`src/rtl/mult_arbiter.sv`:
```
// Round-robin front end that shares one sequential multiplier between NUM_REQ
// requesters and returns each product on a single tagged response channel.
module mult_arbiter #(
  parameter int DATA_WIDTH = 32,
  parameter int NUM_REQ    = 4,
  parameter int WW         = $clog2(DATA_WIDTH) + 1,
  parameter int IDW        = (NUM_REQ > 2) ? $clog2(NUM_REQ) : 1
) (
  input  logic                          clk,
  input  logic                          rst,
  input  logic [NUM_REQ-1:0]            req_valid,
  output logic [NUM_REQ-1:0]            req_ready,
  input  logic [NUM_REQ*WW-1:0]         req_width,
  input  logic [NUM_REQ*DATA_WIDTH-1:0] req_a,
  input  logic [NUM_REQ*DATA_WIDTH-1:0] req_b,
  output logic                          resp_valid,
  input  logic                          resp_ready,
  output logic [IDW-1:0]                resp_id,
  output logic [2*DATA_WIDTH-1:0]       resp_result,
  output logic                          resp_err,
  output logic                          mult_op_enable,
  output logic [WW-1:0]                 mult_in_width,
  output logic [DATA_WIDTH-1:0]         mult_in_a,
  output logic [DATA_WIDTH-1:0]         mult_in_b,
  input  logic [2*DATA_WIDTH-1:0]       mult_result,
  input  logic                          mult_finish
);

  localparam int WDOG_LIMIT = DATA_WIDTH + 8;
  localparam int WDW        = $clog2(WDOG_LIMIT + 1);

  typedef enum logic [1:0] {IDLE = 2'd0, RUN = 2'd1, RESP = 2'd2} state_t;

  state_t                  state, state_nxt;
  logic [IDW-1:0]          rr_ptr;
  logic [IDW-1:0]          arb_idx;
  logic [IDW-1:0]          grant_id;
  logic                    grant_vld;
  logic [WW-1:0]           sel_width;
  logic [DATA_WIDTH-1:0]   sel_a, sel_b;
  logic [IDW-1:0]          op_id;
  logic [WW-1:0]           op_width;
  logic [DATA_WIDTH-1:0]   op_a, op_b;
  logic [WDW-1:0]          wdog;
  logic                    wdog_expired;
  logic [2*DATA_WIDTH-1:0] res_q;
  logic                    err_q;

  function automatic logic width_legal(input logic [WW-1:0] w);
    return (w >= WW'(2)) && (w <= WW'(DATA_WIDTH));
  endfunction

  function automatic logic [IDW-1:0] next_ptr(input logic [IDW-1:0] p);
    return (int'(p) == NUM_REQ - 1) ? '0 : p + IDW'(1);
  endfunction

  // First pending requester at or after rr_ptr, wrapping around.
  always_comb begin
    grant_vld = 1'b0;
    grant_id  = '0;
    arb_idx   = '0;
    for (int i = 0; i < NUM_REQ; i++) begin
      arb_idx = IDW'((int'(rr_ptr) + i) % NUM_REQ);
      if (!grant_vld && req_valid[arb_idx]) begin
        grant_vld = 1'b1;
        grant_id  = arb_idx;
      end
    end
  end

  assign sel_width    = req_width[int'(grant_id)*WW +: WW];
  assign sel_a        = req_a[int'(grant_id)*DATA_WIDTH +: DATA_WIDTH];
  assign sel_b        = req_b[int'(grant_id)*DATA_WIDTH +: DATA_WIDTH];
  assign wdog_expired = (wdog == WDW'(WDOG_LIMIT - 1));

  always_ff @(posedge clk or posedge rst) begin
    if (rst) state <= IDLE;
    else     state <= state_nxt;
  end

  always_comb begin
    state_nxt = state;
    req_ready = '0;
    case (state)
      IDLE: begin
        if (grant_vld) begin
          if (!rst) req_ready[grant_id] = 1'b1;
          state_nxt = width_legal(sel_width) ? RUN : RESP;
        end
      end
      RUN:     if (mult_finish || wdog_expired) state_nxt = RESP;
      RESP:    if (resp_ready) state_nxt = IDLE;
      default: state_nxt = IDLE;
    endcase
  end

  // Operand capture on grant; result/error capture on finish or watchdog expiry.
  always_ff @(posedge clk or posedge rst) begin
    if (rst) begin
      rr_ptr   <= '0;
      op_id    <= '0;
      op_width <= '0;
      op_a     <= '0;
      op_b     <= '0;
      wdog     <= '0;
      res_q    <= '0;
      err_q    <= 1'b0;
    end else begin
      case (state)
        IDLE: begin
          if (grant_vld) begin
            op_id    <= grant_id;
            op_width <= sel_width;
            op_a     <= sel_a;
            op_b     <= sel_b;
            rr_ptr   <= next_ptr(grant_id);
            wdog     <= '0;
            res_q    <= '0;
            err_q    <= !width_legal(sel_width);
          end
        end
        RUN: begin
          wdog <= wdog + WDW'(1);
          if (mult_finish) begin
            res_q <= mult_result;
            err_q <= 1'b0;
          end else if (wdog_expired) begin
            res_q <= '0;
            err_q <= 1'b1;
          end
        end
        default: ;
      endcase
    end
  end

  // Enable is decoded from state so an asynchronous reset drops it at once.
  assign mult_op_enable = (state == RUN);
  assign mult_in_width  = op_width;
  assign mult_in_a      = op_a;
  assign mult_in_b      = op_b;
  assign resp_valid     = (state == RESP);
  assign resp_id        = op_id;
  assign resp_result    = res_q;
  assign resp_err       = err_q;

endmodule

```
`config.mk`:
```
export PLATFORM = sky130hd
export DESIGN_NAME = mult_arbiter
export DESIGN_NICKNAME = d
export VERILOG_FILES = /design/src/rtl/mult_arbiter.sv
export SDC_FILE = /design/constraint.sdc
export NUM_CORES = 1
export LEC_CHECK = 0
export BUFFER_PORTS_ARGS = -buffer_cell sky130_fd_sc_hd__clkbuf_2
export CAP_MARGIN = 20
export CORE_AREA = 2 2 190 192
export CTS_CLUSTER_SIZE = 28
export DETAILED_ROUTE_END_ITERATION = 12
export DIE_AREA = 0 0 192 194
export REMOVE_ABC_BUFFERS = 1
export SLEW_MARGIN = 20
export SYNTH_ARGS = -nofsm -noshare
export SYNTH_HDL_FRONTEND = slang
export SYNTH_SLANG_ARGS = --single-unit
```
`constraint.sdc`:
```
create_clock -name clk -period 6.5 [get_ports clk]
set_clock_uncertainty 0.15 [all_clocks]
set_input_delay 0.65 -clock clk [delete_from_list [all_inputs] [get_ports clk]]
set_output_delay 0.65 -clock clk [all_outputs]
set_load 0.05 [all_outputs]
```
* After elaboration in Yosys (flattened, before gate mapping) *
Cells that the tools add are included.

word-level totals
  register bits = 147
  input bits = 352
  output and inout bits = 143
  word-level logic and storage cells = 87

operators by class
  add/sub/neg operators = 5
  multipliers = 1
  $lt $le $gt $ge = 8
  eq/ne operators = 8
  shifts and indexed selects = 3
  multiplexer cells = 37
  reductions and logical operators = 16

operators with widths
  kind                 count
  $shiftx 128x8->32    2
  $mux 64              3
  $pmux 64 s2          1
  $shiftx 24x6->6      1
  $mux 2               9
  $lt 2x3->1 const B   5
  $mux 1               12
  $mux 4               3
  $pmux 6 s2           1
  $bmux 1 s2           4
  $add 6x1->6 const B  1
  $eq 6x6->1 const B   1
  $ge 6x2->1 const B   1
  $le 6x6->1 const B   1
  $mux 6               1
  $pmux 2 s3           1
  $reduce_and 3->1     2
  $logic_and 1x1->1    5
  $add 2x1->2 const B  2
  $add 2x2->2 const B  2
  $eq 2x1->1 const B   2
  $logic_not 1->1      4
  $mul 2x2->4 const B  1
  $ne 2x1->1 const B   2
  10 further kinds     11

* Depth between registers and ports, before layout *
  depth in word-level cells = 19
  gate-level depth with buffers = 11
  depth with buffers taken out = 8

* Least setup slack after synthesis *
Ideal clock, no wire load.

  path type = input -> output
  start = input port rst
  end = output port req_ready[2]
  arrival = 4.556 ns
  data required time = 5.700 ns
  slack = 1.144 ns
  stages = 2
  buffers on the path = 0
  cells stage by stage = inv_1 > and3_1

on the way
  longest elaborated chain between the ends = 3

ends and longest elaborated chain
  element             line  source
  start: declaration  10    input logic rst,
  $mux 4              87    if (!rst) req_ready[grant_id] = 1'b1;
  $mux 4              86    if (grant_vld) begin
  $mux 4              84    case (state)
  end: declaration    12    output logic [NUM_REQ-1:0] req_ready,

No other way between the ends.

* Worst setup path after layout *
  start = register rr_ptr[1]
  end = output port req_ready[1]

on the way
  longest elaborated chain between the ends = 19
  elaborated cells between the ends (all ways) = 33
  those cells by class = 3 x add/sub; 2 x order compare; 21 x mux; 7 x reduce/logical

ends and longest elaborated chain
  element                                              line  source
  start: declaration                                   35    logic [IDW-1:0] rr_ptr;
  start signal: assignment                             116   rr_ptr <= next_ptr(grant_id);
  branches (longest 17 deep; another with $lt 2x3->1)  -
  $mux 4 (*)                                           86
  $mux 4 (*)                                           84

Mark *: on every way between the ends. The select of a mux whose other input is x is not followed.

==> impl_metrics.ini <==
[setup_path]
critPathLaunchType = flop
r2r.worst_path.cells = 9
crit_end = req_ready[1]
cp.required_ps = 5700
cp-startpoint = rr_ptr[1]$_DFFE_PP0P_
worst-path-max-fanout = 63
slowest_delay_ps = 630
timing.rr.start = rr_ptr[1]$_DFFE_PP0P_
crit_path_cell_trace = a21oi_1, o21a_1, o22a_4, inv_4, ha_1, and3_1, clkbuf_2
cp_slowest_cell = o22a_4
r2r_setup_slack_ps = 3240
endpoint_kind = output pin
r2r_end = mult_in_a[5]$_DFFE_PP0P_
crit_type = reg2out
cp.arrival_ps = 2960

[clocking]
cts.sinks = 147
insertion_delay_ps = 430
cts_tree = built
hold_buffers = 0
post_cts_buffers = 0
cts_buffers = 17
cts-resized-gates = 0
ctsRootBufferMaster = clkbuf_16
cts_buffer_depth = 2
htreeDepth = 4
clk_pin_slew_ps = 60

[route]
drtIter0Drc = 215
vias = 8229
wl_per_cell_um = 14.9
finalWirelength_mm = 28.0
firstDrtPassIters = 4
postRouteAntennaNets = 0
vias_per_cell = 4.39
drc = 0

[sta]
tightest_slew_ps = 773
finalSetupViolations = 0
hold_violations = 0
slew_viol_final = 0
rsz0062_at_grt = no
max_freq_ghz = 0.266
finalCritPeriodShare_pct = 57.9
timing.hold.ws_ps = 71.5
period_needed_ps = 3760
timing.slew.headroom_pct = 48.5

[global_route]
grt_use_total_pct = 14.6
grt_pass1_wl_mm = 41.8
overflow = 0
grt_pass1_vias = 7891
antenna_found_initial = 1
grt_max_degree = 89

[outcome]
outcome = complete, no violations

[placed_design]
port_buffers = 494
hpwl_mm = 21.7
gp_congestion = 0.876

[die]
die_h_um = 194
die_w_um = 192
start_util_pct = 21.6
num_rows = 69
fp.coreArea_mm2 = 0.0352
design.die.area_mm2 = 0.0372
ios = 495

[pwr]
power.total_w = 0.00565
p_per_area_mw_per_mm2 = 509
leakagePower_nw = 6.09
irDropWorstVdd_uv = 210

[logic_synthesis]
synth.area.top_cells = dfrtp_1 (48%), nand2_1 (20%), o21ai_0 (9.1%)
synth-seq-cells = 147
synth.top_cell.area_share_pct = 48.4
ys_types = 32
yosysWarnings = 0
synth.largest_area_cell = dfrtp_1
synth_area_per_cell_um2 = 8.00
synthFlopType = dfrtp_1
netlist_instances = 950
synth_area_mm2 = 0.00760
ys_seq_area_share_pct = 48.4
ys_async_sr_fraction_pct = 100
synth_edf_count = 0

[finish]
area_delta_synth_final_pct = 45.9
n_antenna_cell = 0
fillers = 3799
nets = 1757
drive_above_1_share_pct = 39.4

[worst_hold_path]
hp-class = in2async

[job]
drv_cap = 0
[per-layer routing]
| layer | share of wire, % | vias up | track usage, % |
|---|---|---|---|
| met2 | 49 | 347 | 25.6 |
| met5 | 0 | - | 0 |
| met3 | 8.9 | 37 | 4.98 |
| li1 | - | 4096 | - |
| met1 | 39 | 3749 | 16.0 |
| met4 | 2.8 | 0 | 6.11 |
[synth_stat cells (3+ instances only)]
cell      number
nand2_1      396
dfrtp_1      147
o21ai_0      138
clkbuf_1      68
a22o_1        66
nand3_1       65
nor2_1         8
inv_1          6
mux2_2         6
mux4_2         6
a21oi_1        5
and3_1         5
buf_1          5
ha_1           5
nand2b_1       3
[cell type report]
cell class / instances / area, um^2 / area share, %
well taps: 461 / 577 / 5.20
clock buffers: 19 / 433 / 3.91
inverters: 6 / 30.0 / 0.271
repair buffers: 505 / 2550 / 23.1
flip-flops and latches: 147 / 3680 / 33.2
clock inverters: 13 / 175 / 1.58
multi-input cells: 723 / 3630 / 32.8
[per-stage QoR]
step / instance area, um^2 / utilization (%) / TNS, ps / setup slack [ps] / cells
2_1_floorplan: 7310 / - / -117440 / -2380 / 876
3_3_place_gp: 10500 / 29.7 / 0 / 2840 / 1842
3_5_place_dp: 10500 / 29.7 / 0 / 2820 / 1842
4_1_cts: 11100 / 31.5 / 0 / 2650 / 1874
5_1_grt: 11100 / 31.5 / 0 / 2490 / 1874
6_report: 11100 / 31.5 / 0 / 2740 / 1874
[logic make-up after synthesis]
family          Yosys count  share of synthesized area, %
flops                   147                          48.4
compound gates          215                          17.7
mux                      14                          2.93
fa+ha+maj                 5                         0.823
xor+xnor                  1                         0.115
buf+inv                  80                          4.05
simple gates            488                          26.0
[worst max-delay path: cells and delay by family, from the launching register on]
| family | cells | cell delay (ps) |
|---|---|---|
| AOI/OAI and AO/OA | 3 | 930 |
| and+or+nand+nor | 1 | 140 |
| adders and majority gates | 1 | 330 |
| buffers and inverters | 2 | 660 |
| DFF | 1 | 450 |
[sequential cells by signal (all words and copies together) (netlist names)]
name           flops
mult_in_a         32
mult_in_b         32
mult_in_width      6
resp_err           1
resp_id            2
resp_result       64
rr_ptr             2
state              2
wdog               6
[worst min path at each step]
| stage | startpoint | slack, ps | end |
|---|---|---|---|
| 2_1_floorplan | wdog[5]$_DFFE_PP0P_ | 300 | wdog[5]$_DFFE_PP0P_ |
| 3_3_place_gp | mult_in_b[3]$_DFFE_PP0P_ | 310 | mult_in_b[3]$_DFFE_PP0P_ |
| 3_5_place_dp | mult_in_b[20]$_DFFE_PP0P_ | 320 | mult_in_b[20]$_DFFE_PP0P_ |
| 4_1_cts | rst | 50 | resp_result[58]$_DFFE_PP0P_ |
| 5_1_grt | rst | 80 | resp_result[59]$_DFFE_PP0P_ |
| 6_report | rst | 70 | resp_result[59]$_DFFE_PP0P_ |
[report_power, final]
group,switching [W],internal (W)
Clock,0.000420,0.000612
Combinational,0.00235,0.000787
Sequential,0.000211,0.00127
[layout by cell type, fill, tap and decap left out, drive strengths merged, types with 6 or more instances in the layout]
cell type,instances
clkbuf,513
nand2,396
dfrtp,147
o21ai,138
a22o,66
nand3,65
buf,11
inv,11
nor2,8
mux4,6
mux2,6
No activity file was read; power rests on OpenSTA's default activity.
